**config.mk**
```make
export PLATFORM = sky130hd
export DESIGN_NAME = ddr_rd_burst_ctrl
export DESIGN_NICKNAME = d
export VERILOG_FILES = /design/src/rtl/ddr_rd_pkg.sv /design/src/rtl/ddr_rd_lane_sum.sv /design/src/rtl/ddr_rd_burst_ctrl.sv
export SDC_FILE = /design/constraint.sdc
export NUM_CORES = 1
export LEC_CHECK = 0
export ABC_AREA = 0
export BUFFER_PORTS_ARGS = -buffer_cell sky130_fd_sc_hd__buf_2
export CELL_PAD_IN_SITES_DETAIL_PLACEMENT = 2
export CELL_PAD_IN_SITES_GLOBAL_PLACEMENT = 2
export CORE_ASPECT_RATIO = 1.25
export CORE_MARGIN = 3
export CORE_UTILIZATION = 31
export DETAILED_ROUTE_END_ITERATION = 10
export GPL_TIMING_DRIVEN = 0
export PLACE_DENSITY = 0.87
export SKIP_LAST_GASP = 1
export SLEW_MARGIN = 0
export SYNTH_ARGS = -nofsm -noshare
export SYNTH_HDL_FRONTEND = slang
export SYNTH_SLANG_ARGS = --single-unit
```
**constraint.sdc**
```tcl
create_clock -name m_axi_aclk -period 8.8 [get_ports m_axi_aclk]
set_input_delay 0.44 -clock m_axi_aclk [delete_from_list [all_inputs] [get_ports m_axi_aclk]]
set_output_delay 0.44 -clock m_axi_aclk [all_outputs]
set_load 0.1 [all_outputs]
```
**src/rtl/ddr_rd_pkg.sv**
```systemverilog
// rtl/ddr_rd_pkg.sv - shared types and AXI constants for the DDR read-bandwidth sequencer
// Contents:
//   state_e        : sequencer states
//   AXI_BURST_INCR : arburst encoding for incrementing bursts
//   AXI_RESP_OKAY  : rresp encoding for a good beat
//   burst_bytes()  : bytes covered by one burst
package ddr_rd_pkg;

    typedef enum logic [1:0] {
        ST_IDLE  = 2'd0,
        ST_RUN   = 2'd1,
        ST_DRAIN = 2'd2,
        ST_DONE  = 2'd3
    } state_e;

    localparam logic [1:0] AXI_BURST_INCR = 2'b01;
    localparam logic [1:0] AXI_RESP_OKAY  = 2'b00;

    function automatic logic [31:0] burst_bytes(input int burst_len, input int data_w);
        return 32'(burst_len * (data_w / 8));
    endfunction

endpackage

```
**src/rtl/ddr_rd_lane_sum.sv**
```systemverilog
// rtl/ddr_rd_lane_sum.sv - reduces all 32-bit lanes of a read beat to one wrapping 32-bit sum
// Ports:
//   data_i : one read-data beat, DATA_W bits (multiple of 32)
//   sum_o  : sum of the DATA_W/32 lanes, modulo 2^32
module ddr_rd_lane_sum #(
    parameter int DATA_W = 64
) (
    input  logic [DATA_W-1:0] data_i,
    output logic [31:0]       sum_o
);

    localparam int LANES = DATA_W / 32;

    always_comb begin
        sum_o = 32'd0;
        for (int i = 0; i < LANES; i++) begin
            sum_o = sum_o + data_i[i*32 +: 32];
        end
    end

endmodule

```
**src/rtl/ddr_rd_burst_ctrl.sv**
```systemverilog
// rtl/ddr_rd_burst_ctrl.sv - DDR read-bandwidth sequencer issuing fixed-length AXI4 INCR read bursts
// Optional feature macro: DDR_RD_PROBE_EN (registered five-word debug probe; probe is 0 without it)
// Ports:
//   m_axi_aclk, m_axi_areset      : clock, asynchronous active-high reset
//   start, base_addr, cfg_nbursts : run control; a rising edge of start launches a run
//   m_axi_ar*                     : read address channel (master side)
//   m_axi_r*                      : read data channel (master side)
//   partial_sum, cycle_cnt        : wrapping data sum and busy-cycle count of the current run
//   busy, done, err               : run status; err is sticky until the next launch
//   probe                         : {cycle_cnt, beats, completed, issued, status} when enabled
module ddr_rd_burst_ctrl
    import ddr_rd_pkg::*;
#(
    parameter int DATA_W    = 64,
    parameter int BURST_LEN = 16,
    parameter int MAX_OUT   = 4
) (
    input  logic              m_axi_aclk,
    input  logic              m_axi_areset,
    input  logic              start,
    input  logic [31:0]       base_addr,
    input  logic [15:0]       cfg_nbursts,
    output logic [31:0]       m_axi_araddr,
    output logic [7:0]        m_axi_arlen,
    output logic [2:0]        m_axi_arsize,
    output logic [1:0]        m_axi_arburst,
    output logic              m_axi_arvalid,
    input  logic              m_axi_arready,
    input  logic [DATA_W-1:0] m_axi_rdata,
    input  logic [1:0]        m_axi_rresp,
    input  logic              m_axi_rlast,
    input  logic              m_axi_rvalid,
    output logic              m_axi_rready,
    output logic [31:0]       partial_sum,
    output logic              busy,
    output logic              done,
    output logic              err,
    output logic [31:0]       cycle_cnt,
    output logic [159:0]      probe
);

    localparam logic [31:0]       BURST_BYTES = burst_bytes(BURST_LEN, DATA_W);
    localparam logic [31:0]       ADDR_MASK   = ~(BURST_BYTES - 32'd1);
    localparam int                BEAT_W      = (BURST_LEN > 1) ? $clog2(BURST_LEN) : 1;
    localparam logic [BEAT_W-1:0] LAST_BEAT   = BEAT_W'(BURST_LEN - 1);
    localparam logic [BEAT_W-1:0] BEAT_ONE    = BEAT_W'(1);
    localparam logic [3:0]        MAX_OUT_C   = 4'(MAX_OUT);

    state_e            state_q, state_d;
    logic              start_q;
    logic              done_q;
    logic              err_q;
    logic [31:0]       addr_q;
    logic [15:0]       nb_q;
    logic [15:0]       issued_q;
    logic [3:0]        out_q, out_d;
    logic [BEAT_W-1:0] beat_q;
    logic [31:0]       sum_q;
    logic [31:0]       cyc_q;
    logic [31:0]       lane_sum;

    logic start_edge, launch, busy_w;
    logic ar_hs, r_hs, rlast_dec;

    assign start_edge = start && !start_q;
    assign launch     = (state_q == ST_IDLE) && start_edge;
    assign busy_w     = (state_q == ST_RUN) || (state_q == ST_DRAIN);
    assign ar_hs      = m_axi_arvalid && m_axi_arready;
    assign r_hs       = m_axi_rvalid && m_axi_rready;
    // A stray rlast with nothing outstanding must not wrap the counter.
    assign rlast_dec  = r_hs && m_axi_rlast && (out_q != 4'd0);

    ddr_rd_lane_sum #(.DATA_W(DATA_W)) u_lane_sum (
        .data_i (m_axi_rdata),
        .sum_o  (lane_sum)
    );

    always_comb begin
        state_d = state_q;
        unique case (state_q)
            ST_IDLE: begin
                if (start_edge) begin
                    state_d = (cfg_nbursts == 16'd0) ? ST_DONE : ST_RUN;
                end
            end
            ST_RUN: begin
                if (ar_hs && (16'(issued_q + 16'd1) == nb_q)) begin
                    state_d = ST_DRAIN;
                end
            end
            ST_DRAIN: begin
                // out_q==0 only after malformed rlast traffic; finish rather than hang.
                if ((rlast_dec && (out_q == 4'd1)) || (out_q == 4'd0)) begin
                    state_d = ST_DONE;
                end
            end
            ST_DONE: begin
                if (!start) begin
                    state_d = ST_IDLE;
                end
            end
            default: state_d = ST_IDLE;
        endcase
    end

    always_comb begin
        out_d = out_q;
        if (ar_hs && !rlast_dec) begin
            out_d = out_q + 4'd1;
        end else if (!ar_hs && rlast_dec) begin
            out_d = out_q - 4'd1;
        end
    end

    always_ff @(posedge m_axi_aclk or posedge m_axi_areset) begin
        if (m_axi_areset) begin
            state_q  <= ST_IDLE;
            start_q  <= 1'b1;   // a start level held through reset is not an edge
            done_q   <= 1'b0;
            err_q    <= 1'b0;
            addr_q   <= 32'd0;
            nb_q     <= 16'd0;
            issued_q <= 16'd0;
            out_q    <= 4'd0;
            beat_q   <= '0;
            sum_q    <= 32'd0;
            cyc_q    <= 32'd0;
        end else begin
            state_q <= state_d;
            start_q <= start;
            // done is held back one cycle so the results are settled when it rises.
            done_q  <= (state_q == ST_DONE) && (state_d == ST_DONE);
            if (launch) begin
                addr_q   <= base_addr & ADDR_MASK;
                nb_q     <= cfg_nbursts;
                err_q    <= 1'b0;
                issued_q <= 16'd0;
                out_q    <= 4'd0;
                beat_q   <= '0;
                sum_q    <= 32'd0;
                cyc_q    <= 32'd0;
            end else begin
                out_q <= out_d;
                if (ar_hs) begin
                    addr_q   <= addr_q + BURST_BYTES;
                    issued_q <= issued_q + 16'd1;
                end
                if (r_hs) begin
                    sum_q  <= sum_q + lane_sum;
                    beat_q <= (m_axi_rlast || (beat_q == LAST_BEAT)) ? '0 : beat_q + BEAT_ONE;
                    if ((m_axi_rresp != AXI_RESP_OKAY) || (m_axi_rlast != (beat_q == LAST_BEAT))) begin
                        err_q <= 1'b1;
                    end
                end
                if (busy_w) begin
                    cyc_q <= cyc_q + 32'd1;
                end
            end
        end
    end

    assign m_axi_araddr  = addr_q;
    assign m_axi_arlen   = 8'(BURST_LEN - 1);
    assign m_axi_arsize  = 3'($clog2(DATA_W / 8));
    assign m_axi_arburst = AXI_BURST_INCR;
    // Depends only on registers, so it stays up with a stable address until accepted.
    assign m_axi_arvalid = (state_q == ST_RUN) && (issued_q < nb_q) && (out_q < MAX_OUT_C);
    assign m_axi_rready  = busy_w;
    assign busy          = busy_w;
    assign done          = done_q;
    assign err           = err_q;
    assign partial_sum   = sum_q;
    assign cycle_cnt     = cyc_q;

`ifdef DDR_RD_PROBE_EN
    logic [31:0]  comp_q;
    logic [31:0]  beats_q;
    logic [159:0] probe_q;

    always_ff @(posedge m_axi_aclk or posedge m_axi_areset) begin
        if (m_axi_areset) begin
            comp_q  <= 32'd0;
            beats_q <= 32'd0;
            probe_q <= '0;
        end else begin
            if (launch) begin
                comp_q  <= 32'd0;
                beats_q <= 32'd0;
            end else begin
                if (rlast_dec) begin
                    comp_q <= comp_q + 32'd1;
                end
                if (r_hs) begin
                    beats_q <= beats_q + 32'd1;
                end
            end
            probe_q <= {cyc_q, beats_q, comp_q, 32'(issued_q),
                        27'd0, state_q, err_q, busy_w, done_q};
        end
    end

    assign probe = probe_q;
`else
    assign probe = '0;
`endif

endmodule

```
==> metrics.cfg, run 1 <==
[global_routing]
globalRouteTotalUtil_pct = 21.1
overflow = 0
antenna_found_initial = 8
grt_pass1_wl_mm = 63.2
first_global_vias = 11700
grt_start_max_net_pins = 81

[power]
p_total_mw = 5.60
ir_drop_mv = 0.148
power.leakage_nw = 6.89
power_per_cell_area_nw_per_um2 = 407

[route]
drt_iter0_drc = 470
vias = 10100
post_drt_wl_per_cell_um = 18.8
viasPerCell = 4.76
finalWirelength_mm = 39.9
drc = 0
first_pass_iters = 4
ant_nets = 0

[logic_synthesis]
synth_flop_cell = dfrtp_1
yosysWarnings = 0
ys_types = 68
synth_area_per_cell_um2 = 8.68
synth_enable_flop_cells = 0
syn_area_um2 = 10800
synthCells = 1242
seq_area_frac_synth_pct = 31.1
yosys_register_bits = 134
async_flop_share_pct = 100

[sta]
fin_crit_ps = 3900
rsz0062_at_grt = no
tightestPinTransition_ps = 815
hold_viol = 0
fin_crit_sh_pct = 44.3
slew_headroom_pct = 45.2
tns_ps = 0
setup_viol = 0
fmax_mhz = 257
clock_skew_ps = 8.21
slew_violations = 0

[critical_path]
arrival_ps = 4250
crit_family = simple AND/OR/NAND/NOR gates
critPathLaunchType = flip-flop
timing.critical_path.buf_inv = 2
crit_chain = inv_1 -> ha_1 -> clkbuf_1 -> nand3_1 -> nor4_1 -> nand3_1 -> nor2_1 -> nand3_1 -> or3_1 -> a21oi_1
cpPeakStageDelay_ps = 760
critPathCaptureType = flip-flop
crit_top_cell = nand3_1
crit_slowest_cell = nor4_1
worstSetupPathType = flip-flop to flip-flop
cp_max_fo = 8
cp.required_ps = 9150

[cells_and_area]
multiInputGateArea_um2 = 6400
nNetsFinal = 1857
register_area_um2 = 3350
layout-drive-gt1-share_pct = 26.5
fillers = 3931
areaGrowthSynthToFinish_pct = 27.6

[placement]
gp_congestion = 0.881
hpwl_mm = 31.1
port_buffers = 206

[worst_hold_path]
hp-class = primary input to flip-flop

[cts]
post_cts_buffers = 0
clock_latency_ps = 430
clkTransAtPathRegs_ps = 60
cts_tree = done
clkSinkCount = 134
cts_buffer_depth = 2
cts_buffers = 17
post_cts_resized = 0
ctsRootBufferMaster = clkbuf_16
postCtsHoldBufs = 0
cts_max_level = 4

[die]
die_height_um = 214
rows = 75
pin_count = 394
core_area_um2 = 34000
start_util_pct = 31.7
die_width_um = 173
die_area_um2 = 37100

[run]
cap_violations = 0

[outcome]
status = completed

-- stage by stage --
stage                     setup WS, ps  hold slack [ps]  std cells  utilization (%)  instance area [um2]
after CTS                         4800              132       2120             40.4                13700
after global placement            2650              481       2088             38.4                13100
after detailed placement          4910              528       2089             38.5                13100
final                             4900              161       2129             40.5                13800
after floorplan                   4780              444       1420                -                11400
after global routing              4510              146       2128             40.5                13800
-- layer usage --
| layer | part of all wire, % | global-route usage [%] | vias up | wire length [um] |
|---|---|---|---|---|
| met3 | 4.5 | 4.22 | 61 | 1800 |
| met2 | 56 | 41.9 | 291 | 22400 |
| met5 | 0.033 | 0 | - | 13 |
| met1 | 37 | 21.2 | 5095 | 14600 |
| met4 | 2.9 | 8.68 | 2 | 1160 |
| li1 | - | - | 4687 | - |
-- path summary, 6_finish.rpt --
check / depth (start not counted) / start / slack (ps) / endpoint
worst max-delay path: 10 / state_q[0] / 4900 / cycle_cnt[29]
worst min-delay path: 1 / start / 160 / start_q
worst max register to register: 10 / state_q[0] / 4900 / cycle_cnt[29]
worst min register to register: 2 / nb_q[0] / 540 / nb_q[0]
max in group asynchronous: 3 / m_axi_areset / 7820 / m_axi_araddr[9]
min in group asynchronous: 2 / m_axi_areset / 180 / cycle_cnt[23]
-- final cells by class --
class,instances,share of cell area (%)
Tap cell,462,4.20
Buffer,220,11.2
Sequential cell,134,24.4
Multi-Input combinational cell,1025,46.5
Clock inverter,9,1.26
Timing Repair Buffer,207,7.70
Clock buffer,22,3.45
Antenna cell,9,0.164
Inverter,41,1.16
-- cells in the mapped netlist, types with 3 or more instances --
library cell  count  share of area [%]
buf_4           183                 13
nand2_1         148                5.2
dfrtp_1         133                 31
nor2_1           89                3.1
a21oi_1          81                3.8
xnor2_1          65                5.3
o21ai_0          62                2.9
ha_1             59                6.9
xor2_1           45                3.7
inv_1            40                1.4
clkbuf_1         33                1.1
fa_1             32                5.9
nand3_1          27                1.3
nor3_1           25                1.2
nand4_1          24                1.4
o21ai_1          23                1.1
and3_1           17               0.99
or3_1            16               0.93
a211oi_1         12               0.84
nor4_1           10               0.58
a21o_1            9               0.63
a31oi_1           8               0.46
and2_1            8               0.46
nand2b_1          6               0.35
o21bai_1          6               0.42
and4_1            5               0.41
nor2b_1           5               0.29
o21a_1            5               0.35
a31o_2            4               0.33
nor3b_1           4               0.28
a41oi_1           3               0.24
buf_6             3               0.31
mux2i_1           3               0.28
nor4b_1           3               0.24
o211ai_1          3               0.21
o31a_1            3               0.24
-- cell usage in the layout (no fill, tap or decap), drive strengths merged, types with 40 or more instances in the layout --
cell / synthesis / layout
a21oi: 81 / 81
buf: 187 / 394
clkbuf: 33 / 55
conb: 2 / 180
dfrtp: 133 / 133
ha: 59 / 59
inv: 40 / 40
nand2: 149 / 149
nor2: 89 / 89
o21ai: 85 / 85
xnor2: 65 / 65
xor2: 45 / 45
-- state kept, by name (all words and copies together), names as in the netlist --
| register | count |
|---|---|
| start_q | 1 |
| nb_q | 16 |
| partial_sum | 32 |
| beat_q | 4 |
| state_q | 2 |
| out_q | 4 |
| err | 1 |
| cycle_cnt | 32 |
| issued_q | 16 |
| done | 1 |
| m_axi_araddr | 25 |
-- cells by family after synthesis --
family,after synthesis,synth area share [%]
AO/OA/AOI/OAI,235,12.7
multiplexers,5,0.488
XOR/XNOR,110,8.94
other,2,0.0697
adder cells (fa/ha/maj),93,13.0
AND/OR/NAND/NOR,402,18.0
buffers and inverters,261,15.7
flip-flops,134,31.1
-- power by group --
group,switching [mW],internal (mW),total [mW]
logic,2.76,0.952,3.71
clock network,0.282,0.523,0.805
registers,0.258,0.830,1.09
-- worst reg2reg max path: cells and delay by family, from the launching register on --
family | cells | cell delay (ps)
AND/OR/NAND/NOR | 6 | 2280
buffers and inverters | 2 | 520
adder cells (fa/ha/maj) | 1 | 400
AO/OA/AOI/OAI | 1 | 150
flip-flops | 1 | 470
Note: power is estimated with default switching activity, not from simulation.
==> run 2, diff against run 1 <==
- CORE_UTILIZATION: 31 -> 26
- PLACE_DENSITY: 0.87 -> 0.78
- clock period: 8.8 -> 3.47 ns (I/O delays scaled with it)
==> run 2 against run 1 <==
Against the previous run: sequential share of layout area is 0.99 points lower; setup slack got worse by 4800 ps; die area is 19% higher; power rose to 2.5 times the previous value; register-to-register slack got worse by 4800 ps; core utilization down 5.1 points; count of clock-buffer cells in the layout down 5; clock power up 130%; clock skew is 1.7 ps higher; critical endpoint is now m_axi_araddr[28].
==> metrics.cfg, run 2 (synthesized netlist as in run 1, its figures left out) <==
[outcome]
status = completed  ; unchanged

[critical_path]
worstSetupPathType = flip-flop to flip-flop  ; unchanged
critPathLaunchType = flip-flop  ; unchanged
cpPeakStageDelay_ps = 520  ; was 760 ps
r2r-start = issued_q[5]  ; was state_q[0]
cp_max_fo = 10  ; was 8
arrival_ps = 3740  ; was 4250 ps
cp.required_ps = 3800  ; was 9150 ps
critPathCaptureType = flip-flop  ; unchanged
crit_start = issued_q[5]  ; was state_q[0]
crit_slowest_cell = dfrtp_1  ; was nor4_1
crit_chain = ha_1 -> a21oi_1 -> o21ai_0 -> a211o_1 -> a221oi_2 -> nand3_1 -> clkbuf_2 -> nor4b_1 -> mux2i_1 -> nand2_1  ; was inv_1 -> ha_1 -> clkbuf_1 -> nand3_1 -> nor4_1 -> nand3_1 -> nor2_1 -> nand3_1 -> or3_1 -> a21oi_1

[global_routing]
first_global_vias = 11500  ; was 11700
grt_start_max_net_pins = 30  ; was 81
overflow = 0  ; unchanged
antenna_found_initial = 5  ; was 8
grt_pass1_wl_mm = 63.2  ; about the same
globalRouteTotalUtil_pct = 18.1  ; was 21.1%

[sta]
fin_crit_ps = 3410  ; was 3900 ps
tightestPinTransition_ps = 818  ; was 815 ps
hold_viol = 0  ; unchanged
slew_violations = 0  ; unchanged
rsz0062_at_grt = yes  ; was no
slew_headroom_pct = 45.4  ; was 45.2%
setup_slack_ps = 61.6  ; was 4900 ps
hold_ws_ps = 50.1  ; was 161 ps
fin_crit_sh_pct = 98.2  ; was 44.3%
tns_ps = 0  ; unchanged
setup_viol = 0  ; unchanged
fmax_mhz = 293  ; was 257 MHz
clock_skew_ps = 9.91  ; was 8.21 ps

[route]
first_pass_iters = 4  ; unchanged
drt_iter0_drc = 298  ; was 470
finalWirelength_mm = 40.5  ; was 39.9 mm
drc = 0  ; unchanged
ant_nets = 0  ; unchanged
post_drt_wl_per_cell_um = 18.0  ; was 18.8 um
vias = 10200  ; was 10100
viasPerCell = 4.53  ; was 4.76

[cells_and_area]
mostFrequentLayoutCells = 207 x buf_2, 188 x buf_4, 180 x conb_1  ; was 207 x buf_2, 183 x buf_4, 180 x conb_1
areaGrowthSynthToFinish_pct = 33.1  ; was 27.6%
layout-drive-gt1-share_pct = 27.1  ; was 26.5%
utilization_pct = 35.4  ; was 40.5%
final_common_cell = buf_2  ; unchanged
final_area_um2 = 14300  ; was 13800 um2
nNetsFinal = 1904  ; was 1857
final_cells = 2256  ; was 2129

[power]
clockPowerShare_pct = 13.2  ; was 14.4%
p_total_mw = 14.1  ; was 5.60 mW
ir_drop_mv = 0.314  ; was 0.148 mV
p_sw_mw = 8.43  ; was 3.30 mW
power_per_cell_area_nw_per_um2 = 982  ; was 407 nW/um2
power_frac_comb_pct = 67.3  ; was 66.2%
power.leakage_nw = 7.08  ; was 6.89 nW
pwr-share-seq_pct = 19.5  ; was 19.4%
p_int_mw = 5.67  ; was 2.30 mW
p_sw_share_pct = 59.8  ; was 58.9%

[placement]
gp_congestion = 0.861  ; was 0.881
preCtsSetupSlack_ps = -352  ; was 4910 ps
placed_area_um2 = 13300  ; was 13100 um2
dp_cells = 2177  ; was 2089
hpwl_mm = 31.1  ; about the same
port_buffers = 206  ; unchanged

[worst_hold_path]
min_from = cfg_nbursts[8]  ; was start
hp-class = primary input to flip-flop  ; unchanged

[die]
rows = 82  ; was 75
die_area_um2 = 43900  ; was 37100 um2
die_width_um = 188  ; was 173 um
pin_count = 394  ; unchanged
die_height_um = 234  ; was 214 um
core_area_um2 = 40500  ; was 34000 um2
start_util_pct = 26.6  ; was 31.7%

[cts]
clkSinkCount = 134  ; unchanged
cts_max_level = 4  ; unchanged
cts_buffers = 17  ; unchanged
ctsRootBufferMaster = clkbuf_16  ; unchanged
clkTransAtPathRegs_ps = 70  ; was 60 ps
clock_latency_ps = 440  ; was 430 ps
cts_tree = done  ; unchanged
cts_buffer_depth = 2  ; unchanged

[run]
cap_violations = 0  ; unchanged

## run 2: changes by cell type in the layout (fill, tap and decap cells not counted), sizes merged
| cell | change |
|---|---|
| clkinvlp | +6 |
| bufinv | -3 |
| clkbuf | -7 |
| dlygate4sd3 | +40 |
| inv | +1 |
| clkinv | +2 |
| diode | -5 |
| buf | +9 |
## run 2: cell type report
class | instances | area (um2)
antenna | 4 | 10.0
timing repair buffer | 256 | 1580
fill | 4694 | 26200
clock buffer | 17 | 425
sequential | 134 | 3360
multi-input combinational | 1025 | 6450
inverter | 41 | 158
buffer | 218 | 1530
clock inverter | 15 | 155
tap | 546 | 683
## run 2: per-layer routing
metal,vias up,wire [um],GRT usage (%)
met2,294,22300,35.2
met3,67,1990,3.51
li1,4774,-,-
met1,5093,15000,19.0
met4,0,1190,7.13
met5,-,0,0
## run 2: repair_timing
action,CTS,global route
endpoints found under the setup margin,15,45
pin swaps,1,4
setup buffers,0,5
hold endpoints to repair,59,0
hold buffers,40,0
cloned,0,0
resized for setup,5,6
## run 2: path summary, 6_finish.rpt
path	end	slack [ps]	cells after the start
worst max-delay path	m_axi_araddr[28]	60	10
worst min-delay path	nb_q[8]	50	3
worst max register to register	m_axi_araddr[28]	60	10
worst min register to register	err	510	2
max in group asynchronous	m_axi_araddr[14]	1760	8
min in group asynchronous	cycle_cnt[26]	350	3
## run 2: worst max-delay path: cells and delay by family, from the launching register on
family / cells / cell delay [ps]
AO/OA/AOI/OAI: 4 / 1010
AND/OR/NAND/NOR: 3 / 870
flip-flops: 1 / 520
buffers and inverters: 1 / 340
adder cells (fa/ha/maj): 1 / 310
multiplexers: 1 / 250
## run 2: power by group through the flow
stage	Sequential, mW	Clock (mW)	Combinational (mW)
5_1_grt	2.84	1.96	10.2
3_3_place_gp	2.71	0	9.06
4_1_cts	2.73	1.89	9.42
6_report	2.75	1.86	9.49
2_1_floorplan	5.20	0	4.82
3_5_place_dp	2.75	0	9.30
==> run 3, diff against run 2 <==
- PLACE_DENSITY: 0.78 -> 0.77
- RECOVER_POWER: default -> 100
- SYNTH_HIERARCHICAL: default -> 1
==> run 3 against run 2 <==
Against the previous run: the flow now finishes with violations (capacitance limit, slew limit, setup timing); synthesized cell count up 13%; core utilization about the same; register-to-register slack better by 40 ps; via count up 12%; count of clock-buffer cells in the layout up 4; synthesized area up 7.4%; global-route usage up 0.42 points; non-clock buffer count up 20; sequential share of layout area down 1.6 points; clock skew about the same; flip-flop and latch count unchanged; critical path type is now primary input to flip-flop; largest power group unchanged; highest routed layer unchanged.
==> metrics.cfg, run 3 <==
[sta]
fin_crit_ps = 3500  ; was 3410 ps
clock_skew_ps = 9.43  ; was 9.91 ps
rsz0062_at_grt = yes  ; unchanged
tightestPinTransition_ps = 1640  ; was 818 ps
setup_viol = 1  ; was 0
setup_slack_ps = -32.5  ; was 61.6 ps
hold_ws_ps = 36.8  ; was 50.1 ps
hold_viol = 0  ; unchanged
fmax_mhz = 286  ; was 293 MHz
fin_crit_sh_pct = 101  ; was 98.2%
slew_headroom_pct = -10.1  ; was 45.4%
slew_violations = 34  ; was 0
tns_ps = -32.5  ; was 0 ps

[placement]
preCtsSetupSlack_ps = -1060  ; was -352 ps
gp_congestion = 0.825  ; was 0.861
dp_cells = 2355  ; was 2177
port_buffers = 206  ; unchanged
placed_area_um2 = 14100  ; was 13300 um2
hpwl_mm = 34.9  ; was 31.1 mm

[global_routing]
grt_pass1_wl_mm = 70.6  ; was 63.2 mm
antenna_found_initial = 0  ; was 5
overflow = 0  ; unchanged
globalRouteTotalUtil_pct = 18.5  ; was 18.1%
grt_start_max_net_pins = 40  ; was 30
first_global_vias = 12900  ; was 11500

[route]
ant_nets = 0  ; unchanged
post_drt_wl_per_cell_um = 18.2  ; was 18.0 um
drt_iter0_drc = 311  ; was 298
vias = 11400  ; was 10200
finalWirelength_mm = 44.5  ; was 40.5 mm
first_pass_iters = 4  ; unchanged
drc = 0  ; unchanged
viasPerCell = 4.67  ; was 4.53

[die]
core_area_um2 = 43500  ; was 40500 um2
rows = 85  ; was 82
start_util_pct = 26.6  ; about the same
die_area_um2 = 47100  ; was 43900 um2
die_width_um = 195  ; was 188 um
pin_count = 394  ; unchanged
die_height_um = 242  ; was 234 um

[critical_path]
cp.required_ps = 3840  ; was 3800 ps
reg2reg_depth = 12  ; was 10
cpPeakStageDelay_ps = 410  ; was 520 ps
crit_chain = buf_2 -> ha_2 -> nand3_2 -> a2bb2oi_2 -> o221a_1 -> and2_4 -> o21ai_2 -> a21boi_2 -> xnor2_1 -> ha_2 -> and3_4 -> and3_4 -> a21boi_4 -> o2111ai_2 -> a21o_1 -> a211o_1 -> a211o_1 -> nand2_1  ; was ha_1 -> a21oi_1 -> o21ai_0 -> a211o_1 -> a221oi_2 -> nand3_1 -> clkbuf_2 -> nor4b_1 -> mux2i_1 -> nand2_1
worstSetupPathType = primary input to flip-flop  ; was flip-flop to flip-flop
critPathLaunchType = primary input  ; was flip-flop
arrival_ps = 3880  ; was 3740 ps
r2r_setup_slack_ps = 100  ; was 60 ps
cp_max_fo = 6  ; was 10
timing.critical_path.buf_inv = 1  ; unchanged
cp.depth = 18  ; was 10
crit_start = m_axi_rdata[41]  ; was issued_q[5]
regToRegEndpoint = issued_q[11]  ; was m_axi_araddr[28]
crit_slowest_cell = ha_2  ; was dfrtp_1
crit_family = compound AO/OA/AOI/OAI gates  ; unchanged
r2r-start = nb_q[9]  ; was issued_q[5]
critPathCaptureType = flip-flop  ; unchanged

[cts]
clkSinkCount = 134  ; unchanged
cts_buffer_depth = 2  ; unchanged
clock_latency_ps = 440  ; about the same
cts_tree = done  ; unchanged
ctsRootBufferMaster = clkbuf_16  ; unchanged
cts_max_level = 4  ; unchanged
clkTransAtPathRegs_ps = 60  ; was 70 ps
cts_buffers = 17  ; unchanged

[power]
p_total_mw = 13.4  ; was 14.1 mW
power.leakage_nw = 7.27  ; was 7.08 nW
ir_drop_mv = 0.621  ; was 0.314 mV
power_per_cell_area_nw_per_um2 = 872  ; was 982 nW/um2

[outcome]
status = finished with violations  ; was completed
violations = capacitance limit, slew limit, setup timing

[logic_synthesis]
synth.most_common_cell = buf_4  ; unchanged
synth_top_area_cell = dfrtp_1  ; unchanged
ys_types = 69  ; was 68
syn_area_um2 = 11600  ; was 10800 um2
synthTopCellsByArea = dfrtp_1 29%, buf_4 12%, ha_1 9.8%  ; was dfrtp_1 31%, buf_4 13%, ha_1 6.9%
yosysWarnings = 6  ; was 0
yosys_register_bits = 134  ; unchanged
synth_enable_flop_cells = 0  ; unchanged
synth_area_per_cell_um2 = 8.25  ; was 8.68 um2
synthCells = 1403  ; was 1242
synthDominantCellAreaShare_pct = 28.8  ; was 30.9%
async_flop_share_pct = 100  ; unchanged
ys_top_cells_by_count = 181 x buf_4, 159 x nand2_1, 133 x dfrtp_1  ; was 183 x buf_4, 148 x nand2_1, 133 x dfrtp_1
seq_area_frac_synth_pct = 29.0  ; was 31.1%
synth_flop_cell = dfrtp_1  ; unchanged

[worst_hold_path]
hold_depth = 3  ; unchanged
hp-class = primary input to flip-flop  ; unchanged
holdPathEnd = nb_q[3]  ; was nb_q[8]
min_from = cfg_nbursts[3]  ; was cfg_nbursts[8]

[cells_and_area]
multiInputGateArea_um2 = 7590  ; was 6450 um2
utilization_pct = 35.4  ; about the same
nNetsFinal = 2083  ; was 1904
final_cells = 2448  ; was 2256
final_area_um2 = 15400  ; was 14300 um2
layout-drive-gt1-share_pct = 23.2  ; was 27.1%
mostFrequentLayoutCells = 201 x buf_4, 180 x conb_1, 158 x nand2_1  ; was 207 x buf_2, 188 x buf_4, 180 x conb_1
areaGrowthSynthToFinish_pct = 33.1  ; about the same
register_area_um2 = 3350  ; was 3360 um2
diodes = 0  ; was 4
fillers = 5110  ; was 4694
final_common_cell = buf_4  ; was buf_2

[run]
cap_violations = 1  ; was 0

==> run 3: cell types whose count changed after synthesis, moves of 10 or more <==
| cell | previous run | this run |
|---|---|---|
| o21ai_0 | 62 | 97 |
| xor2_1 | 45 | 69 |
| a21oi_1 | 81 | 96 |
| fa_1 | 32 | 2 |
| nand3_1 | 27 | 53 |
| o21ai_1 | 23 | 5 |
| nand2_1 | 148 | 159 |
| ha_1 | 59 | 91 |
| a21o_1 | 9 | 29 |
| nor2b_1 | 5 | 15 |
==> run 3: logic make-up (layout without fill, tap and decap cells) <==
logic type | count (synthesis) | count (layout) | synth area share, %
mux | 2 | 2 | 0.184
simple gates | 466 | 466 | 19.5
fa+ha+maj | 93 | 93 | 10.2
other cells | 2 | 180 | 0.0649
buf+inv | 263 | 565 | 14.4
compound gates | 305 | 305 | 16.3
flops | 134 | 134 | 29.0
xor+xnor | 138 | 138 | 10.4
==> run 3: how the worst max path moves through the flow <==
stage                            to  slack, ps
global placement    partial_sum[28]       -970
floorplan           partial_sum[25]          4
global route        partial_sum[31]       -220
detailed placement  partial_sum[24]      -1060
CTS                 partial_sum[31]        -10
finish              partial_sum[31]        -30
==> run 3: layout make-up <==
class,instances,share of cell area (%)
Multi-Input combinational cell,1184,49.3
Sequential cell,134,21.8
Buffer,222,9.83
Timing Repair Buffer,272,9.71
Tap cell,565,4.59
Clock buffer,21,3.05
Inverter,39,0.958
Clock inverter,11,0.812
==> run 3: per-layer routing <==
layer,global-route usage [%],wire length [um]
met1,20.2,17300
met2,35.6,24300
met3,4.20,2200
met4,4.92,790
met5,0,0
==> run 3: tightest hold or removal path: cells and delay by family <==
kind | cells | cell delay, ps
AO/OA/AOI/OAI | 1 | 80
buffers and inverters | 1 | 100
AND/OR/NAND/NOR | 1 | 70
==> run 3: what timing repair did <==
| action | CTS | global route |
|---|---|---|
| hold endpoints to repair | 70 | 0 |
| hold buffers | 40 | 0 |
| setup endpoints to repair | 17 | 19 |
| gates resized for setup | 45 | 47 |
| setup buffers | 14 | 9 |
| pin swaps | 26 | 27 |
==> run 3: report_power, final <==
group          internal (mW)  switching, mW
logic                   2.20           6.68
registers               2.09          0.604
clock network           1.11          0.756
total                   5.40           8.04
